--- src/rtl/pipe_ctrl_pkg.sv ---
// Shared state codes, address sizing and flag bundle for the pipeline hazard/flush controller.
package pipe_ctrl_pkg;

    localparam logic [1:0] CTRL_IDLE       = 2'd0;
    localparam logic [1:0] CTRL_FLUSH      = 2'd1;
    localparam logic [1:0] CTRL_STALL_BUSY = 2'd2;

    localparam int ROM_DEPTH      = 4096;
    localparam int DEF_ROM_ADDR_W = $clog2(ROM_DEPTH);

    typedef struct packed {
        logic hold_pc;
        logic stall;
        logic flush_ifu;
        logic flush_idu;
    } ctrl_flags_t;

endpackage

--- src/rtl/pipe_ctrl_hazard_detect.sv ---
// Purely combinational load-use compare between decode sources and the load in execute.
module hazard_detect (
    input  logic [4:0] rs1_addr,
    input  logic [4:0] rs2_addr,
    input  logic [1:0] rs_used,
    input  logic [4:0] ex_rd_addr,
    input  logic       ex_is_load,
    output logic       hazard
);

    logic [4:0] src_addr [2];
    logic [1:0] src_match;

    assign src_addr[0] = rs1_addr;
    assign src_addr[1] = rs2_addr;

    for (genvar gi = 0; gi < 2; gi++) begin : g_src
        assign src_match[gi] = rs_used[gi] & (src_addr[gi] == ex_rd_addr);
    end

    // x0 is hardwired to zero, so a load targeting it never creates a dependency.
    assign hazard = ex_is_load & (ex_rd_addr != 5'd0) & (|src_match);

endmodule

--- src/rtl/pipe_ctrl.sv ---
// Pipeline hazard and flush controller: jump redirect/flush, busy stall with watchdog, load-use bubble.
module pipe_ctrl
    import pipe_ctrl_pkg::*;
#(
    parameter int ROM_ADDR_W   = DEF_ROM_ADDR_W,
    parameter int FLUSH_CYCLES = 2,
    parameter int MAX_STALL    = 15
) (
    input  logic                  clk,
    input  logic                  rst,
    input  logic                  jump_en_i_exu_ctrl,
    input  logic [ROM_ADDR_W-1:0] jump_addr_i_exu_ctrl,
    input  logic                  busy_i_exu_ctrl,
    input  logic [4:0]            rs1_addr_i_idu_ctrl,
    input  logic [4:0]            rs2_addr_i_idu_ctrl,
    input  logic [1:0]            rs_used_i_idu_ctrl,
    input  logic [4:0]            ex_rd_addr_i_exu_ctrl,
    input  logic                  ex_is_load_i_exu_ctrl,
    output logic                  jump_en_o_ctrl_pc,
    output logic [ROM_ADDR_W-1:0] jump_addr_o_ctrl_pc,
    output logic                  hold_pc_o_ctrl_pc,
    output logic                  hold_flag_o_ctrl_ifu2idu,
    output logic                  stall_o_ctrl_ifu2idu,
    output logic                  hold_flag_o_ctrl_idu2exu,
    output logic                  stall_timeout_o
);

    localparam int FC_W = $clog2(FLUSH_CYCLES + 1);
    localparam int SC_W = $clog2(MAX_STALL + 1);

    logic [1:0]      state_reg, state_next;
    logic [FC_W-1:0] flush_cnt_reg, flush_cnt_next;
    logic [SC_W-1:0] stall_cnt_reg, stall_cnt_next;
    logic            timeout_reg, timeout_next;
    logic            busy_block_reg, busy_block_next;

    ctrl_flags_t           flags;
    logic                  jump_en_c;
    logic [ROM_ADDR_W-1:0] jump_addr_c;
    logic                  load_use;
    logic                  busy_eff;

    hazard_detect u_hazard (
        .rs1_addr   (rs1_addr_i_idu_ctrl),
        .rs2_addr   (rs2_addr_i_idu_ctrl),
        .rs_used    (rs_used_i_idu_ctrl),
        .ex_rd_addr (ex_rd_addr_i_exu_ctrl),
        .ex_is_load (ex_is_load_i_exu_ctrl),
        .hazard     (load_use)
    );

    // After a watchdog trip, busy is ignored until execute drops it at least once.
    assign busy_eff = busy_i_exu_ctrl & ~busy_block_reg;

    always_comb begin
        state_next      = state_reg;
        flush_cnt_next  = flush_cnt_reg;
        stall_cnt_next  = stall_cnt_reg;
        timeout_next    = timeout_reg;
        busy_block_next = busy_block_reg & busy_i_exu_ctrl;
        flags           = '0;
        jump_en_c       = 1'b0;
        jump_addr_c     = '0;

        if (jump_en_i_exu_ctrl) begin
            jump_en_c       = 1'b1;
            jump_addr_c     = jump_addr_i_exu_ctrl;
            flags.flush_ifu = 1'b1;
            flags.flush_idu = 1'b1;
            state_next      = (FLUSH_CYCLES == 1) ? CTRL_IDLE : CTRL_FLUSH;
            flush_cnt_next  = FC_W'(FLUSH_CYCLES - 1);
            stall_cnt_next  = '0;
        end else begin
            case (state_reg)
                CTRL_FLUSH: begin
                    flags.flush_ifu = 1'b1;
                    flags.flush_idu = 1'b1;
                    if (flush_cnt_reg <= FC_W'(1)) begin
                        flush_cnt_next = '0;
                        if (busy_eff) begin
                            state_next     = CTRL_STALL_BUSY;
                            stall_cnt_next = SC_W'(1);
                        end else begin
                            state_next = CTRL_IDLE;
                        end
                    end else begin
                        flush_cnt_next = flush_cnt_reg - FC_W'(1);
                    end
                end
                CTRL_STALL_BUSY: begin
                    if (!busy_i_exu_ctrl) begin
                        state_next     = CTRL_IDLE;
                        stall_cnt_next = '0;
                    end else if (stall_cnt_reg == SC_W'(MAX_STALL)) begin
                        // Watchdog trip: the stall is released in this very cycle.
                        state_next      = CTRL_IDLE;
                        stall_cnt_next  = '0;
                        timeout_next    = 1'b1;
                        busy_block_next = 1'b1;
                    end else begin
                        flags.hold_pc   = 1'b1;
                        flags.stall     = 1'b1;
                        flags.flush_idu = 1'b1;
                        stall_cnt_next  = stall_cnt_reg + SC_W'(1);
                    end
                end
                default: begin
                    if (busy_eff) begin
                        flags.hold_pc   = 1'b1;
                        flags.stall     = 1'b1;
                        flags.flush_idu = 1'b1;
                        state_next      = CTRL_STALL_BUSY;
                        stall_cnt_next  = SC_W'(1);
                    end else if (load_use) begin
                        flags.hold_pc   = 1'b1;
                        flags.stall     = 1'b1;
                        flags.flush_idu = 1'b1;
                    end
                end
            endcase
        end
    end

    always_ff @(posedge clk) begin
        if (rst) begin
            state_reg      <= CTRL_IDLE;
            flush_cnt_reg  <= '0;
            stall_cnt_reg  <= '0;
            timeout_reg    <= 1'b0;
            busy_block_reg <= 1'b0;
        end else begin
            state_reg      <= state_next;
            flush_cnt_reg  <= flush_cnt_next;
            stall_cnt_reg  <= stall_cnt_next;
            timeout_reg    <= timeout_next;
            busy_block_reg <= busy_block_next;
        end
    end

    assign jump_en_o_ctrl_pc        = ~rst & jump_en_c;
    assign jump_addr_o_ctrl_pc      = rst ? '0 : jump_addr_c;
    assign hold_pc_o_ctrl_pc        = ~rst & flags.hold_pc;
    assign stall_o_ctrl_ifu2idu     = ~rst & flags.stall;
    assign hold_flag_o_ctrl_ifu2idu = ~rst & flags.flush_ifu;
    assign hold_flag_o_ctrl_idu2exu = ~rst & flags.flush_idu;
    assign stall_timeout_o          = ~rst & timeout_reg;

endmodule

--- config.mk ---
export PLATFORM = sky130hd
export DESIGN_NAME = pipe_ctrl
export DESIGN_NICKNAME = d
export VERILOG_FILES = /design/src/rtl/pipe_ctrl_pkg.sv /design/src/rtl/pipe_ctrl_hazard_detect.sv /design/src/rtl/pipe_ctrl.sv
export SDC_FILE = /design/constraint.sdc
export NUM_CORES = 1
export LEC_CHECK = 0
export CAP_MARGIN = 20
export CORE_MARGIN = 10
export CORE_UTILIZATION = 31
export DETAILED_ROUTE_END_ITERATION = 10
export PLACE_DENSITY = 0.72
export SYNTH_ARGS = -nofsm -noshare
export SYNTH_HDL_FRONTEND = slang
export SYNTH_HIERARCHICAL = 1
export SYNTH_SLANG_ARGS = --single-unit
export TNS_END_PERCENT = 5
--- constraint.sdc ---
create_clock -name clk -period 1.5 [get_ports clk]
set_input_delay 0.3 -clock clk [delete_from_list [all_inputs] [get_ports clk]]
set_output_delay 0.3 -clock clk [all_outputs]
set_load 0.05 [all_outputs]
Word level (Yosys, flattened, before mapping)
Index checks and enable logic that the tools add are counted.
{"block": "op_classes", "add_sub_neg": 2, "mul": 0, "n_div": 0, "n_lt_le_gt_ge": 1, "eq_ne": 9, "n_shift": 0, "n_mux": 35, "bitwise_logic": 15, "n_reduce_logical": 9}
{"op": "two-way mux 12 bit", "n": 2}
{"op": "two-way mux 2 bit", "n": 12}
{"op": "two-way mux 4 bit", "n": 4}
{"op": "two-way mux 1 bit", "n": 13}
{"op": "bitwise AND 1 bit", "n": 12}
{"op": "== test 5 bit", "n": 2}
{"op": "one-hot mux 2 bit (2 select lines)", "n": 2}
{"op": "one-hot mux 4 bit (2 select lines)", "n": 1}
{"op": "inequality test 3 bit, second input constant", "n": 2}
{"op": "AND reduction 3 bit", "n": 2}
{"op": "nonzero test 5 bit", "n": 1}
{"op": "adder 4 x 1 -> 4 bit, second input constant", "n": 1}
{"op": "== test 4 bit, second input constant", "n": 1}
{"op": "inequality test 4 bit, second input constant", "n": 1}
{"op": "AND reduction 4 bit", "n": 1}
{"op": "nonzero test 4 bit", "n": 1}
{"op": "OR reduction 2 bit", "n": 2}
{"op": "NOT 1 bit", "n": 3}
{"op": "nonzero test 3 bit", "n": 1}
{"op": "== test 2 x 1 -> 1 bit, second input constant", "n": 1}
{"op": "== test 2 bit, second input constant", "n": 1}
{"op": "less-or-equal comparator 2 x 1 -> 1 bit, second input constant", "n": 1}
{"op": "inequality test 2 bit, second input constant", "n": 1}
{"op": "one-hot mux 1 bit (2 select lines)", "n": 1}
{"op": "other kinds (2)", "n": 2}
{"block": "word_totals", "register_bits": 10, "latchBits": 0, "ramBits": 0, "romBits": 0, "output_inout_bits": 18, "wordCells": 78, "mem_count": 0}

Logic depth before layout (Yosys ltp)
Gate-level depths: netlist of the first run.
{"block": "logic_depth", "word_depth": 9, "mapped_depth": 8, "depth_no_buf": 6}

By module
The synthesis of the first run kept the hierarchy.
{"mod": "pipe_ctrl", "instances": 1, "cells_per_inst": 82, "area_each_um2": 635.6, "seq_area_each_um2": 200.2}
{"mod": "hazard_detect", "instances": 1, "cells_per_inst": 17, "area_each_um2": 133.9, "seq_area_each_um2": 0.0}

Least setup slack after synthesis of the first run
No wires, ideal clock.
{"block": "synth_timing", "path_type": "reg-to-output", "from": "register stall_cnt_reg[0]", "to": "output port stall_o_ctrl_ifu2idu", "t_arrival_ns": 2.059, "slack_ns": -0.859, "path_stages_with_launch": 7, "cell_sequence": "dfxtp_1 -> ha_1 -> and3_1 -> nor2_1 -> o22ai_1 -> nor2_1 -> buf_4"}
{"block": "synth_between", "elab_chain_cells": 6}
{"element": "start, declared", "line_no": "pipe_ctrl.sv:33", "text": "logic [SC_W-1:0] stall_cnt_reg, stall_cnt_next;"}
{"element": "start signal, assigned", "line_no": "pipe_ctrl.sv:134", "text": "stall_cnt_reg <= stall_cnt_next;"}
{"element": "== test 4 bit", "line_no": "pipe_ctrl.sv:94", "text": "end else if (stall_cnt_reg == SC_W'(MAX_STALL)) begin"}
{"element": "two-way mux 2 bit", "line_no": "pipe_ctrl.sv:94"}
{"element": "two-way mux 2 bit", "line_no": "pipe_ctrl.sv:91", "text": "if (!busy_i_exu_ctrl) begin"}
{"element": "one-hot mux 2 bit (2 select lines)", "line_no": "pipe_ctrl.sv:74", "text": "case (state_reg)"}
{"element": "two-way mux 2 bit", "line_no": "pipe_ctrl.sv:65", "text": "if (jump_en_i_exu_ctrl) begin"}
{"element": "bitwise AND 1 bit", "line_no": "pipe_ctrl.sv:143", "text": "assign stall_o_ctrl_ifu2idu = ~rst & flags.stall;"}
{"element": "end, declared", "line_no": "pipe_ctrl.sv:23", "text": "output logic stall_o_ctrl_ifu2idu,"}
Every way passes these cells.

Final worst setup path of the first run
{"block": "layout_timing", "from": "input port ex_rd_addr_i_exu_ctrl[4]", "to": "output port hold_flag_o_ctrl_idu2exu"}
{"block": "layout_between", "elab_chain_cells": 9, "word_cells_on_any_way": 13}
{"element": "start, declared", "line_no": "pipe_ctrl.sv:17", "text": "input logic [4:0] ex_rd_addr_i_exu_ctrl,"}
{"element": "== test 5 bit", "line_no": "pipe_ctrl_hazard_detect.sv:18", "text": "assign src_match[gi] = rs_used[gi] & (src_addr[gi] == ex_rd_addr);"}
{"element": "bitwise AND 1 bit", "line_no": "pipe_ctrl_hazard_detect.sv:18"}
{"element": "OR reduction 2 bit", "line_no": "pipe_ctrl_hazard_detect.sv:22", "text": "assign hazard = ex_is_load & (ex_rd_addr != 5'd0) & (|src_match);"}
{"element": "bitwise AND 1 bit (*)", "line_no": "pipe_ctrl_hazard_detect.sv:22"}
{"element": "via load_use", "line_no": "pipe_ctrl.sv:40", "text": "logic load_use;"}
{"element": "two-way mux 1 bit (*)", "line_no": "pipe_ctrl.sv:114", "text": "end else if (load_use) begin"}
{"element": "two-way mux 1 bit (*)", "line_no": "pipe_ctrl.sv:108", "text": "if (busy_eff) begin"}
{"element": "one-hot mux 1 bit (2 select lines) (*)", "line_no": "pipe_ctrl.sv:74"}
{"element": "two-way mux 2 bit (*)", "line_no": "pipe_ctrl.sv:65"}
{"element": "bitwise AND 1 bit (*)", "line_no": "pipe_ctrl.sv:145", "text": "assign hold_flag_o_ctrl_idu2exu = ~rst & flags.flush_idu;"}
{"element": "end, declared", "line_no": "pipe_ctrl.sv:24", "text": "output logic hold_flag_o_ctrl_idu2exu,"}
Mark *: on every way through the listed nets, which the timed path passes. The rest lies on a longest branch.

==> metrics, run 1 <==
skew final=approximately 0.0013 ns; initial DRC count=15; Final ANT Viol Nets=0; top post-synthesis cells by area=dfxtp_1, and2_1, xor2_1; status=complete, but fails checks; library cells used by synthesis=38; EDFF count, synth=0; worst reg2reg path endpoint=stall_cnt_reg[3]; num rows=17; HP Class=input port to register; kind of critical path=input port to output port; initial antenna violation count=0; post-synthesis instance total=approximately 100; final WL=3074 um; Sinks on Clock Net=10; Overflow after GRT=0; first-pass GRT wire length=slightly above 5000 um; layout cells sized above 1=48.04%; post-synthesis average cell area=around 7.8 um2; Net Count, Synth=136; largest net degree at the start of global routing=14; Setup violations, final=5; Clock Pin Slew Worst Setup and Hold Paths=0.07 ns; starting density of the core=between 30% and 40%; post-synth top area share=26.02%; final slew viol count=0; Synth Flop Type=dfxtp_1; # IOs=52; vias=999; Slew HR=roughly four fifths; Die H=69.82 um; Worst EP arrival=1.74 ns; post-DR vias/cell=approximately 4.8; Die W=about 70 um; vias in the first global route=1085; final hold viol count=0; H-tree levels=1; Synth async-reset ratio=0%; core area=2297 um2; wire length per cell=between 10 and 15 um; Diodes inserted=0; DP HPWL=between 2000 and 3000 um; CP Capture Type=output port; DRT Pass-1 Iters=4; hold path cells=3; Leak Pwr=0.7587 nW; Hold Path End=state_reg[0]; CTS tree=built; hold slack final=0.4179 ns; Fmax achieved=490.6 MHz; Slew @ Worst Pin=approximately 0.30 ns; CTS Buf Count=3; failing checks=negative setup slack; die area=4875 um2; drc violations=0; GRT Overall Usage=12.38%; sequential area share after synthesis=26.02%; max cap viols=0; Max Fanout on Critical Path=3; synthesis-to-finish area growth=131.2%; clock buffer depth=2; Area after DPL=1717 um2; Final Net Count=217; RSZ-0062 raised after global routing=yes; Total Power=just under 1 mW; VDD IR max=0.4929 mV; yosys warns=6; reg2reg path depth=6; PD cells=544.3 nW/um2; largest area contributor in the netlist=dfxtp_1; Min Clock Period, post-route=2.038 ns; Startpoint Class=input port; Cell Area, Synth=slightly below 800 um2; fin area=around 1800 um2; FF-to-FF setup slack=0 ns; post-route setup slack=-0.5383 ns; FF+latch count, synth=10; Worst-Skew Late Latency=~0.26 ns; GPL Wtd Cong=0.8374; hold path start=rst; CP required=1.20 ns; max FFs per register=4; ratio of final minimum period to clock period=135.9%; FF-to-FF Start=state_reg[0]; port buffer count=51; clock root buffer=clkbuf_4
## placed cells by master, fill, tap and decap left out, types with 4 or more instances in the layout
cell	count
buf_2	5
nand2_1	5
buf_4	28
and2_1	7
xor2_1	8
inv_1	4
buf_12	18
a21oi_1	5
dlygate4sd2_1	4
clkdlybuf4s50_1	17
dfxtp_1	7
and2_4	6
## cells by family (layout without fill, tap and decap cells)
| kind of cell | Yosys count | in the layout | share of synthesized area, % |
|---|---|---|---|
| adder cells (fa/ha/maj) | 3 | 3 | 4.879 |
| XOR/XNOR | 10 | 10 | 11.38 |
| buffers and inverters | 10 | 90 | 5.527 |
| AND/OR/NAND/NOR | 43 | 43 | 32.85 |
| flip-flops | 10 | 10 | 26.02 |
| AO/OA/AOI/OAI | 23 | 23 | 19.35 |
## Yosys cell counts (2+ instances only)
master and n:
or4_1 3, nand2b_1 2, nor2b_1 3, ha_1 3, nand2_1 5, xor2_1 8
inv_1 4, clkbuf_1 2, nand3_1 3, dfxtp_1 10, and2_1 13, xnor2_1 2
o21ai_0 3, nor2_1 6, a21oi_1 7, o21ai_1 3
## routing by layer
metal / share of wire, % / up-vias / global-route usage, %
met2: 56 / 27 / 23.58
met1: 37 / 458 / 12.11
met4: 0.72 / 0 / 3.261
met5: 0 / - / 0
met3: 5.9 / 4 / 4.422
li1: - / 510 / -
## what timing repair did
action | CTS | global route
resized for setup | 49 | 15
hold buffers | 0 | 0
buffers inserted | 1 | 0
setup endpoints to repair | 22 | 21
endpoints found under the hold margin | 0 | 0
pin swaps | 16 | 1
## layout make-up
class | count | area (um2)
well taps | 28 | 35.03
repair buffers | 80 | 875.8
flip-flops and latches | 10 | 203.9
inverters | 6 | 22.52
fillers | 180 | 518.0
multi-input cells | 79 | 605.6
clock buffers | 4 | 36.28
## metrics by stage
| step | util (%) | setup TNS (ns) | instances | setup slack, ns |
|---|---|---|---|---|
| 2_1_floorplan | - | -3.603 | 99 | -0.4135 |
| 3_3_place_gp | 74.73 | -7.114 | 202 | -0.8597 |
| 3_5_place_dp | 74.73 | -7.553 | 202 | -0.8900 |
| 4_1_cts | 76.58 | -1.646 | 207 | -0.4879 |
| 5_1_grt | 77.45 | -2.142 | 207 | -0.5857 |
| 6_report | 77.45 | -1.640 | 207 | -0.5383 |
## report_power, final
group / switching [mW] / total [mW] / internal, mW
Sequential: 0.00439 / 0.278 / 0.273
Combinational: 0.210 / 0.451 / 0.241
Clock: 0.0929 / 0.240 / 0.147
## worst max-delay path, stage by stage
cell and delay, ns:
buf_6 0.10, or4_1 0.53, o21ai_1 0.19, a21oi_2 0.05, o22ai_2 0.25, a31oi_4 0.15, buf_12 0.17
## worst max path at each step
stage                        startpoint                  endpoint  slack [ns]  cells past startpoint
3_5_place_dp   ex_rd_addr_i_exu_ctrl[3]  hold_flag_o_ctrl_idu2exu       -0.89                      8
6_report       ex_rd_addr_i_exu_ctrl[4]  hold_flag_o_ctrl_idu2exu       -0.54                      7
3_3_place_gp   ex_rd_addr_i_exu_ctrl[3]  hold_flag_o_ctrl_idu2exu       -0.86                      8
4_1_cts        ex_rd_addr_i_exu_ctrl[4]  hold_flag_o_ctrl_idu2exu       -0.49                      7
2_1_floorplan  ex_rd_addr_i_exu_ctrl[0]      stall_o_ctrl_ifu2idu       -0.41                      7
5_1_grt        ex_rd_addr_i_exu_ctrl[4]  hold_flag_o_ctrl_idu2exu       -0.59                      7
No activity file was read; power rests on OpenSTA's default activity.
==> run 2, diff against run 1 <==
- CORE_MARGIN: 10 -> 2
- GPL_TIMING_DRIVEN: default -> 0
==> metrics, run 2 (synthesis results as in run 1) <==
initial DRC count=14 (-1); Setup violations, final=15 (+10); Worst-Skew Late Latency=0.26 ns (about the same); wl on met1=880 um (-23%); RSZ-0062 raised after global routing=yes; wire length per cell=12.87 um (-13%); most common cell after layout, fill and taps aside=buf_6; clock root buffer=clkbuf_4; final WL=2368 um (-23%); synthesis-to-finish area growth=90.89%; first-pass GRT wire length=3643 um (-28%); CTS Hold Bufs=0 (unchanged); initial antenna violation count=0 (unchanged); Total Power=830.9 uW (-14%); DP HPWL=1951 um (-27%); CTS Buf Count=3 (unchanged); Sinks on Clock Net=10 (unchanged); commonest cells after routing, fill and taps aside=buf_6, clkdlybuf4s50_1, and2_1; drc violations=0 (unchanged); met3 WL=104 um (-43%); post-DR vias/cell=4.951 (+2.6%); Startpoint Class=input port; DRT Pass-1 Iters=2 (-2); Area after DPL=1344 um2 (-22%); VDD IR max=0.3673 mV (-25%); Clock Pin Slew Worst Setup and Hold Paths=0.07 ns (about the same); Diodes inserted=0 (unchanged); ratio of final minimum period to clock period=127.5% (-8.4 points); die area=2897 um2 (-41%); Slew @ Worst Pin=0.4969 ns (+0.1977 ns); core area=2410 um2 (+4.9%); CTS tree=built; largest net degree at the start of global routing=11 (-3); vias=911 (-8.8%); Slew HR=66.88% (-13 points); # IOs=52 (unchanged); Final Net Count=193 (-11%); hold slack final=0.4645 ns (+0.04660 ns); GRT Overall Usage=16.88% (+4.5 points); clock buffer depth=2 (unchanged); DR top layer=met4; post-place setup slack=-1.520 ns (-0.6300 ns); Overflow after GRT=0 (unchanged); Final ANT Viol Nets=0 (unchanged); # placed instances=179 (-11%); vias in the first global route=901 (-17%); Min Clock Period, post-route=1.913 ns (-0.1256 ns); num rows=18 (+1); met2 wire len=1378 um (-20%); status=complete, but fails checks; Die W=53.82 um (-23%); fin area=1469 um2 (-17%); kind of critical path=input port to output port; Post-Layout Cell Count=184 (-11%); max cap viols=0 (unchanged); final hold viol count=0 (unchanged); fin util=60.96% (-16 points); GPL Wtd Cong=0.7822 (-6.6%); starting density of the core=31.93% (-1.6 points); CP required=1.20 ns (about the same); Max Fanout on Critical Path=3 (unchanged); post-route setup slack=-0.4126 ns (+0.1256 ns); H-tree levels=1 (unchanged); Fmax achieved=522.8 MHz (+6.6%); Leak Pwr=0.6041 nW (-20%); layout cells sized above 1=40.91% (-7.1 points); failing checks=negative setup slack; Worst EP arrival=1.61 ns (-0.13 ns); Die H=53.82 um (-23%); port buffer count=50 (-2.0%); Setup TNS Final=-1.969 ns (-0.3290 ns); HP Class=input port to register; skew final=0.009221 ns (+0.007889 ns); max FFs per register=4 (unchanged); PD cells=565.7 nW/um2 (+3.9%); final slew viol count=0 (unchanged); CP Capture Type=output port
[run 2: cell count changes in the layout (fill, tap and decap cells not counted), sizes merged]
cell,previous run,this run
clkdlybuf4s50,17,15
dlymetal6s2s,0,1
clkdlybuf4s15,3,1
dlygate4sd2,4,3
buf,54,33
[run 2: final timing paths]
| path | from | end | slack [ns] | cells past startpoint |
|---|---|---|---|---|
| setup reg to reg | stall_cnt_reg[0] | state_reg[1] | -0.07 | 6 |
| setup / recovery | ex_rd_addr_i_exu_ctrl[3] | stall_o_ctrl_ifu2idu | -0.41 | 8 |
| hold reg to reg | flush_cnt_reg[1] | flush_cnt_reg[1] | 0.48 | 2 |
| hold / removal | jump_en_i_exu_ctrl | state_reg[0] | 0.46 | 3 |
[run 2: timing repair]
| item | in CTS | in global routing |
|---|---|---|
| cloned | 0 | 0 |
| setup buffers | 2 | 0 |
| pin swaps | 17 | 10 |
| gates resized for setup | 195 | 15 |
| setup endpoints to repair | 23 | 22 |
[run 2: layer usage]
metal	track usage, %	up-vias
met5	0	-
met4	3.846	0
met3	3.056	2
met2	34.96	23
met1	16.78	428
li1	-	458
[run 2: layout make-up]
class	count	area, um2
multi-input combinational	79	633.1
tap	30	37.54
timing repair buffer	52	511.7
clock buffer	3	22.52
sequential	10	205.2
buffer	4	33.78
inverter	6	25.02
fill	214	940.9
[run 2: where the power goes]
part | internal (mW) | leakage [nW] | total (mW) | switching (mW)
Clock | 0.0922 | 0.0138 | 0.179 | 0.0864
Combinational | 0.178 | 0.507 | 0.372 | 0.194
Sequential | 0.274 | 0.0830 | 0.280 | 0.00628
Total | 0.544 | 0.604 | 0.831 | 0.287
[run 2: critical path, cell delays in order]
cell	delay [ns]
buf_8	0.10
or4_4	0.52
o21ai_2	0.15
a21oi_2	0.06
o22ai_4	0.16
nor2_4	0.05
buf_6	0.12
buf_8	0.14
==> run 3, diff against run 2 <==
- CELL_PAD_IN_SITES_DETAIL_PLACEMENT: default -> 1
- CELL_PAD_IN_SITES_GLOBAL_PLACEMENT: default -> 2
- CORE_UTILIZATION: 31 -> 16
- PLACE_DENSITY: 0.72 -> 0.74
- SLEW_MARGIN: default -> 20
- clock period: 1.5 -> 1.7 ns (I/O delays scaled with it)
==> metrics, run 3 (synthesis results as in run 1) <==
Leak Pwr=0.6045 nW (about the same); clock buffer depth=2 (unchanged); Slew HR=66.88% (about the same); fin util=32.11% (-29 points); wire length per cell=13.42 um (+4.3%); final hold viol count=0 (unchanged); Slew @ Worst Pin=0.4987 ns (+0.001850 ns); max FFs per register=4 (unchanged); GRT Overall Usage=10.44% (-6.4 points); post-route setup slack=-0.3126 ns (+0.1001 ns); Worst EP arrival=1.67 ns (+0.06 ns); crit path to=stall_o_ctrl_ifu2idu; die area=5380 um2 (+86%); CP startpoint=state_reg[0]; CP Capture Type=output port; Overflow after GRT=0 (unchanged); largest net degree at the start of global routing=11 (unchanged); starting density of the core=16.40% (-16 points); Sinks on Clock Net=10 (unchanged); Slowest cell on crit path=dfxtp_2; clock root buffer=clkbuf_8; grt peak-use layer=met2; RSZ-0062 raised after global routing=yes; met1 usage=10.57% (-6.2 points); FF-to-FF setup slack=0.07 ns (+0.14 ns); failing checks=negative setup slack; num rows=25 (+7); vias=905 (-0.66%); Worst-Skew Late Latency=0.23 ns (-0.03 ns); ratio of final minimum period to clock period=118.4%; Die H=73.35 um (+36%); initial DRC count=16 (+2); Min Clock Period, post-route=between 2 and 2.5 ns; DP HPWL=2354 um (+21%); vias in the first global route=962 (+6.8%); reg2reg path depth=8 (+2); H-tree levels=1 (unchanged); DRT Pass-1 Iters=3 (+1); Clock Pin Slew Worst Setup and Hold Paths=0.05 ns (-0.02 ns); initial antenna violation count=0 (unchanged); Fmax achieved=496.9 MHz; max cap viols=0 (unchanged); Final ANT Viol Nets=0 (unchanged); CTS tree=built; cell chain of the critical path=inv_1 > ha_1 > buf_4 > nand2_4 > nor2_4 > o22ai_4 > nor2_4 > buf_6 > buf_8; Global Route met3 Usage=3.567% (+0.51 points); hold slack final=0.4471 ns (-0.01749 ns); first-pass GRT wire length=4333 um (+19%); port buffer count=50 (unchanged); Max Fanout on Critical Path=8 (+5); Max stage delay on crit path=0.35 ns (-0.17 ns); # IOs=52 (unchanged); # placed instances=203 (+13%); CP required=1.36 ns (+0.16 ns); most common cell after layout, fill and taps aside=clkdlybuf4s50_1; Die W=73.35 um (+36%); FF-to-FF Start=state_reg[0]; final WL=2792 um (+18%); worst reg2reg path endpoint=state_reg[1]; HP Class=input port to register; GR Util met2=20.42% (-15 points); status=complete, but fails checks; Setup violations, final=3 (-12); layout cells sized above 1=37.66% (-3.2 points); commonest cells after routing, fill and taps aside=clkdlybuf4s50_1, buf_6, and2_1; most used cell along the critical path=nor2_4; PD cells=538.8 nW/um2 (-4.7%); kind of critical path=register to output port; Diodes inserted=0 (unchanged); Post-Layout Cell Count=208 (+13%); core area=4692 um2 (+95%); Startpoint Class=register; Fillers=561 (+160%); skew final=0.001580 ns (-0.007640 ns); CTS Buf Count=3 (unchanged); post-DR vias/cell=4.351 (-12%); GPL Wtd Cong=0.7837 (+0.19%); final slew viol count=0 (unchanged); multi-input logic area=633.1 um2 (unchanged); FF/Latch Area=201.4 um2 (-1.8%); synthesis-to-finish area growth=95.77%; Final Net Count=193 (unchanged); VDD IR max=0.2353 mV (-36%); drc violations=0 (unchanged)
-- run 3: cell count changes in the layout (fill, tap and decap cells not counted), sizes merged --
cell / previous run / this run
buf: 33 / 29
clkdlybuf4s15: 1 / 5
dlygate4sd2: 3 / 4
dlymetal6s2s: 1 / 0
-- run 3: how the worst min path moves through the flow --
| stage | cells past startpoint | slack, ns | endpoint | start |
|---|---|---|---|---|
| final | 2 | 0.45 | flush_cnt_reg[0] | rst |
| after global routing | 2 | 0.47 | flush_cnt_reg[0] | rst |
| after CTS | 2 | 0.49 | stall_cnt_reg[1] | stall_cnt_reg[1] |
| after detailed placement | 2 | 0.48 | stall_cnt_reg[1] | stall_cnt_reg[1] |
| after global placement | 2 | 0.47 | stall_cnt_reg[1] | stall_cnt_reg[1] |
| after floorplan | 2 | 0.45 | flush_cnt_reg[1] | flush_cnt_reg[1] |
-- run 3: per-stage QoR --
stage	total power, mW	area [um2]	TNS, ns	setup WS [ns]
finish	0.8117	1506	-0.8505	-0.3126
global route	0.8566	1506	-1.130	-0.4018
CTS	0.8217	1493	-0.9019	-0.3240
detailed placement	0.5544	1371	-18.27	-1.409
global placement	0.5497	1371	-17.50	-1.398
floorplan	0.4150	803.3	-1.966	-0.2938
-- run 3: per-layer routing --
layer | vias to the layer above | part of all wire [%]
li1 | 458 | -
met1 | 420 | 36
met2 | 25 | 57
met3 | 2 | 6.0
met4 | 0 | 0.43
met5 | - | 0
-- run 3: power breakdown --
group,switching (mW),internal (mW),total [mW],leakage (nW)
Combinational,0.171,0.153,0.323,0.501
Clock,0.0865,0.155,0.241,0.0216
Sequential,0.00540,0.242,0.247,0.0817
Total,0.263,0.549,0.812,0.605
-- run 3: layout make-up --
class | instances | share of cell area (%)
multi-input combinational | 79 | 42.03
timing repair buffer | 52 | 33.64
sequential | 10 | 13.37
tap | 54 | 4.485
clock buffer | 3 | 2.741
buffer | 4 | 2.076
inverter | 6 | 1.661
-- run 3: worst max-delay path, delay by kind of cell (launching register included) --
family / cells / cell delay (ns)
AOI/OAI and AO/OA: 1 / 0.20
adders and majority gates: 1 / 0.19
buffers and inverters: 4 / 0.49
DFF: 1 / 0.35
and+or+nand+nor: 3 / 0.22
-- run 3: repair_timing --
action	in CTS	in global routing
hold buffers	0	0
resized for setup	183	8
buffers inserted	2	0
setup endpoints to repair	19	20
pin swaps	17	8
